<file path="src/rtl/barker_spreading.sv">
// 802.11b DSSS spreader: differential BPSK/QPSK symbol mapping followed by
// 11-chip Barker spreading, one registered I/Q sample per chip strobe.
module barker_spreading #(
  parameter logic [15:0] AMP = 16'd8192
) (
  input  logic        clk,
  input  logic        reset,
  input  logic        strobe_chip,
  input  logic [1:0]  bits_in,
  input  logic        rate,
  input  logic        bits_valid,
  output logic        bits_ready,
  output logic [15:0] dataouti,
  output logic [15:0] dataoutq,
  output logic        strobe_out,
  output logic        symbol_start,
  output logic        underrun
);

  typedef enum logic {IDLE, RUN} state_t;

  localparam logic [15:0] NEG_AMP = ~AMP + 16'd1;

  state_t      state, state_nxt;
  logic [3:0]  cnt, cnt_nxt;
  logic [1:0]  phase, phase_nxt;
  logic        hold_full, hold_full_nxt;
  logic [1:0]  hold_bits;
  logic        hold_rate;
  logic [1:0]  delta;
  logic        load, emit, go_idle, accept, chip_neg;
  logic [3:0]  chip_idx;
  logic [15:0] sample_i, sample_q;

  // Handshake: a symbol transfers on a rising clk edge where bits_valid and
  // bits_ready are both high. bits_ready is a register (holding register
  // empty), so it never depends combinationally on bits_valid.
  assign accept = bits_valid && bits_ready;

  function automatic logic barker_neg(input logic [3:0] idx);
    case (idx)
      4'd1, 4'd4, 4'd8, 4'd9, 4'd10: barker_neg = 1'b1;
      default:                       barker_neg = 1'b0;
    endcase
  endfunction

  always_comb begin
    delta = 2'd0;
    if (!hold_rate) begin
      delta = hold_bits[0] ? 2'd2 : 2'd0;
    end else begin
      case ({hold_bits[0], hold_bits[1]})
        2'b00:   delta = 2'd0;
        2'b01:   delta = 2'd1;
        2'b11:   delta = 2'd2;
        default: delta = 2'd3;
      endcase
    end
  end

  always_comb begin
    state_nxt = state;
    cnt_nxt   = cnt;
    phase_nxt = phase;
    load      = 1'b0;
    emit      = 1'b0;
    go_idle   = 1'b0;
    chip_idx  = cnt;
    if (strobe_chip) begin
      case (state)
        IDLE: begin
          if (hold_full) begin
            load      = 1'b1;
            emit      = 1'b1;
            phase_nxt = delta;
            cnt_nxt   = 4'd1;
            chip_idx  = 4'd0;
            state_nxt = RUN;
          end
        end
        RUN: begin
          if (cnt != 4'd0) begin
            emit    = 1'b1;
            cnt_nxt = (cnt == 4'd10) ? 4'd0 : cnt + 4'd1;
          end else if (hold_full) begin
            load      = 1'b1;
            emit      = 1'b1;
            phase_nxt = phase + delta;
            cnt_nxt   = 4'd1;
          end else begin
            go_idle   = 1'b1;
            state_nxt = IDLE;
          end
        end
        default: state_nxt = IDLE;
      endcase
    end

    hold_full_nxt = hold_full;
    if (load) begin
      hold_full_nxt = 1'b0;
    end else if (accept) begin
      hold_full_nxt = 1'b1;
    end

    // Symbol value lies on one axis; the Barker chip only flips its sign.
    chip_neg = barker_neg(chip_idx);
    sample_i = 16'd0;
    sample_q = 16'd0;
    if (!phase_nxt[0]) begin
      sample_i = (phase_nxt[1] ^ chip_neg) ? NEG_AMP : AMP;
    end else begin
      sample_q = (phase_nxt[1] ^ chip_neg) ? NEG_AMP : AMP;
    end
  end

  always_ff @(posedge clk) begin
    if (reset) begin
      state        <= IDLE;
      cnt          <= 4'd0;
      phase        <= 2'd0;
      hold_full    <= 1'b0;
      hold_bits    <= 2'd0;
      hold_rate    <= 1'b0;
      bits_ready   <= 1'b0;
      dataouti     <= 16'd0;
      dataoutq     <= 16'd0;
      strobe_out   <= 1'b0;
      symbol_start <= 1'b0;
      underrun     <= 1'b0;
    end else begin
      state        <= state_nxt;
      cnt          <= cnt_nxt;
      phase        <= phase_nxt;
      hold_full    <= hold_full_nxt;
      bits_ready   <= !hold_full_nxt;
      strobe_out   <= emit;
      symbol_start <= emit && (chip_idx == 4'd0);
      underrun     <= go_idle;
      if (accept) begin
        hold_bits <= bits_in;
        hold_rate <= rate;
      end
      if (emit) begin
        dataouti <= sample_i;
        dataoutq <= sample_q;
      end else if (go_idle) begin
        dataouti <= 16'd0;
        dataoutq <= 16'd0;
      end
    end
  end

endmodule

</file>
<file path="config.mk">
export PLATFORM = sky130hd
export DESIGN_NAME = barker_spreading
export DESIGN_NICKNAME = d
export VERILOG_FILES = /design/src/rtl/barker_spreading.sv
export SDC_FILE = /design/constraint.sdc
export NUM_CORES = 1
export LEC_CHECK = 0
export CORE_MARGIN = 10
export CORE_UTILIZATION = 30
export DETAILED_ROUTE_END_ITERATION = 10
export PLACE_DENSITY = 0.63
export SLEW_MARGIN = 20
export SYNTH_ARGS = -nofsm -noshare
export SYNTH_HDL_FRONTEND = slang
export SYNTH_SLANG_ARGS = --single-unit
</file>
<file path="constraint.sdc">
create_clock -name clk -period 7.25 [get_ports clk]
set_input_delay 1.45 -clock clk [delete_from_list [all_inputs] [get_ports clk]]
set_output_delay 1.45 -clock clk [all_outputs]
set_load 0.05 [all_outputs]
</file>
Word level (Yosys, flattened, before mapping)
Cells that the tools add are included.

word-level totals
  bits in registers = 47
  input bits = 7
  logic and storage cells = 67

cells by class
  add/subtract/negate cells = 2
  eq/ne operators = 8
  muxes and demuxes = 35
  bitwise gates (word level) = 2
  reductions and logical operators = 8

operators with widths
  cell                                           count
  2-to-1 mux 16 bit                              6
  2-to-1 mux 4 bit                               6
  == test 4 bit, second input constant           4
  2-to-1 mux 1 bit                               12
  2-to-1 mux 2 bit                               6
  case mux 4 bit (2 select lines)                1
  case mux 2 bit (3 select lines)                1
  OR reduction 5 bit                             1
  adder 4 x 1 -> 4 bit, second input constant    1
  == test 4 x 1 -> 1 bit, second input constant  1
  == test 4 x 3 -> 1 bit, second input constant  1
  zero test 4 bit                                1
  case mux 1 bit (2 select lines)                2
  case mux 2 bit (2 select lines)                1
  nonzero test 4 bit                             1
  adder 2 bit                                    1
  == test 2 x 1 -> 1 bit, second input constant  1
  == test 2 bit, second input constant           1
  logical AND 1 bit                              2
  zero test 2 bit                                1
  nonzero test 2 bit                             1
  zero test 1 bit                                1
  inverter 1 bit                                 1
  XOR 1 bit                                      1

Longest topological paths before layout
  depth in word-level cells = 12
  depth in mapped cells = 10
  depth with buffers taken out = 10

Worst setup path before layout
OpenSTA, ideal clock, no wires.

  path type = in2reg
  from = in strobe_chip
  to = reg dataouti[14]
  data arrival time = 2.426 ns
  data required time = 7.133 ns
  slack = 4.707 ns
  cell stages on the path = 5
  buffers on the path = 0
  cell sequence = nand2_1 a2111oi_1 a311oi_2 xor2_1 a32o_1

on the way
  word-level cells in the longest chain between the ends = 8
  elaborated cells between the ends (all ways) = 16

RTL lines
  item                                                  line  text
  start, declared                                       8     input logic strobe_chip,
  2-to-1 mux 4 bit                                      69    if (strobe_chip) begin
  == test 4 x 1 -> 1 bit, or another cell as far along  41    case (idx)
  OR reduction 5 bit                                    41
  2-to-1 mux 1 bit                                      41
  XOR 1 bit                                             111   sample_i = (phase_nxt[1] ^ chip_neg) ? NEG_AMP : AMP;
  2-to-1 mux 16 bit                                     111
  2-to-1 mux 16 bit                                     110   if (!phase_nxt[0]) begin
  2-to-1 mux 16 bit                                     144   if (emit) begin
  end signal, assigned                                  145   dataouti <= sample_i;
  end, declared                                         13    output logic [15:0] dataouti,

Several ways; a longest one is shown, not always the timed one.
A chain may end at the register's enable or synchronous reset.

Final worst setup path
Same ends and word-level chain as after synthesis.

==> flow_summary.toml <==
[clock_tree]
cts_num_sinks = 19
post_cts_buffers = 0
cts_tree = "built"
cts_root_buffer = "clkbuf_8"
clk_pin_slew_ps = 70
insertion_delay_ps = 260
htree_levels = 1
cts-buffers-inserted = 3
post_cts_resized = 0
cts.path.max_buffers = 2
cts_hold_buf = 0

[synthesis]
synth_warnings = 0
synth.area.top_cells = "dfxtp_1 33%, buf_4 18%, a21oi_1 4.8%, nand2_1 3.6%, nor2_1 3.6%"
ys.flop_type = "dfxtp_1"
yosysSeqAreaShare_pct = 33.01
synth_top_area_share_pct = 33.01
synth_top_area_cell = "dfxtp_1"
syn_area_um2 = 1152
async_flop_share_pct = 0
synth.most_common_cell = "buf_4"
synth_edf_count = 0
ys_ff_latch = 19
syn_inst = 141
synth.distinct_cells = 38
postSynthAreaPerCell_um2 = 8.173
ys_top_cells_by_count = "28 x buf_4, 19 x dfxtp_1, 11 x a21oi_1, 11 x nand2_1, 11 x nor2_1"

[die]
core_um2 = 3689
row_count = 22
die_area_um2 = 6720
die_y_um = 81.98
io_pins = 43
start_util_pct = 31.24
die_w_um = 81.98

[final_layout]
syn_to_final_growth_pct = 10.21
final_area_um2 = 1270
finalNetCount = 163
finalNonFillerCells = 200
drive_above_1_share_pct = 4.605
antenna-diode-count = 0

[worst_hold_path]
hold_class = "reg2reg"
hold_path_startpoint = "dataouti[13]"

[timing]
worst_pin_slew_ps = 681.3
finalCriticalPeriod_ps = 3099
finClkSkew_ps = 2.446
setup_viol = 0
finalHoldViolations = 0
finalSetupTns_ps = 0
setup_slack_ps = 4151
max_slew_margin_pct = 54.43
slew_viol_final = 0
rsz0062_at_grt = "no"
fin_crit_sh_pct = 42.75
whs_ps = 459.8
timing.fmax_ghz = 0.3227

[detailed_routing]
drc = 0
initialDrtViolationCount = 37
firstDrtPassIters = 4
wirelength_um = 2375
wl_per_cell_um = 11.88
drt-vias-per-instance = 4.485
vias = 897
ant_nets = 0

[placed_design]
dpl.cell_count = 196
dpl_cell_area_um2 = 1224
routabilityCongestion = 0.7333
port_buffers = 16
dp_hpwl_um = 1819
pre_cts_ws_ps = 3911

[critical_path]
critPathArrivalTime_ps = 3260
cp_max_fo = 8
critical_path_class = "in2reg"
start_kind = "primary input"
cp_data_required_time_ps = 7410
r2r_start = "hold_bits[1]"
crit_path_end_kind = "flip-flop"
rrSetupSlack_ps = 4790
worstSetupStartpoint = "strobe_chip"

[global_route]
grt_overflow_total = 0
grt_max_degree = 20
grt_first_pass_wirelength_um = 3726
antenna_found_initial = 0
grt_pass1_vias = 814
globalRouteTotalUtil_pct = 6.907

[job]
drv_cap = 0

[pwr]
vdd_drop_max_mv = 0.07518
cellPowerDensity_nw_per_um2 = 187.9
p_leak_nw = 0.4757

[status]
status = "completed"
path summary, 6_finish.rpt:
path,endpoint,depth (start not counted)
worst max-delay path,dataouti[14],6
worst min-delay path,dataouti[13],2
worst max register to register,dataouti[14],9
worst min register to register,dataouti[13],2
area by class of cell:
class | instances | area, um2
inverters | 4 | 15.01
clock buffers | 3 | 41.29
fillers | 387 | 2419
flip-flops and latches | 19 | 380.4
clock inverters | 1 | 5.005
well taps | 48 | 60.06
multi-input cells | 109 | 608.1
repair buffers | 16 | 160.2
worst max-delay path, stage by stage:
cell	delay, ps
clkdlybuf4s50_1	600
nand2_1	200
a2111oi_1	440
a311oi_2	120
xor2_1	210
a32o_1	230
stage by stage:
stage               power [mW]  utilization [%]
floorplan               0.1673                -
global placement        0.1651            33.18
detailed placement      0.1650            33.18
CTS                     0.2405            34.43
global route            0.2493            34.43
finish                  0.2386            34.43
kinds of logic after synthesis:
kind of cell	Yosys count	synth area share, %
adders and majority gates	3	3.258
other	1	0.3254
AOI/OAI and AO/OA	33	18.68
xor gates and xnor gates	2	1.520
and+or+nand+nor	45	20.85
DFF	19	33.01
buffers and inverters	38	22.37
state kept, by name, summed over array words and instances (netlist names):
signal,flops
cnt,4
dataouti,2
dataoutq,2
hold_bits,2
phase,2
bits_ready,1
hold_full,1
hold_rate,1
state,1
strobe_out,1
symbol_start,1
underrun,1
metal layers:
metal  share of wire [%]  vias up  track usage, %  wire length, um
li1                    -      454               -                -
met1                  46      403           8.914             1091
met2                  46       35           10.27             1082
met3                 6.8        5           2.183              161
met4                 1.7        0           3.061               40
met5                   0        -               0                0
power by group:
part / switching, mW / internal, mW / leakage (nW) / total [mW]
logic: 0.0430 / 0.00945 / 0.296 / 0.0524
clock network: 0.0372 / 0.0383 / 0.0255 / 0.0755
registers: 0.00367 / 0.107 / 0.154 / 0.111
cells in the final DEF, fill, tap and decap left out, drive strengths merged, types with 3 or more instances in the layout:
| cell type | count |
|---|---|
| conb | 26 |
| dfxtp | 19 |
| clkdlybuf4s50 | 16 |
| nand2 | 11 |
| a21oi | 11 |
| nor2 | 11 |
| o21ai | 10 |
| nand3 | 5 |
| nand2b | 4 |
| inv | 4 |
| nor2b | 3 |
| ha | 3 |
| clkbuf | 3 |
(Power assumes the default switching activity.)
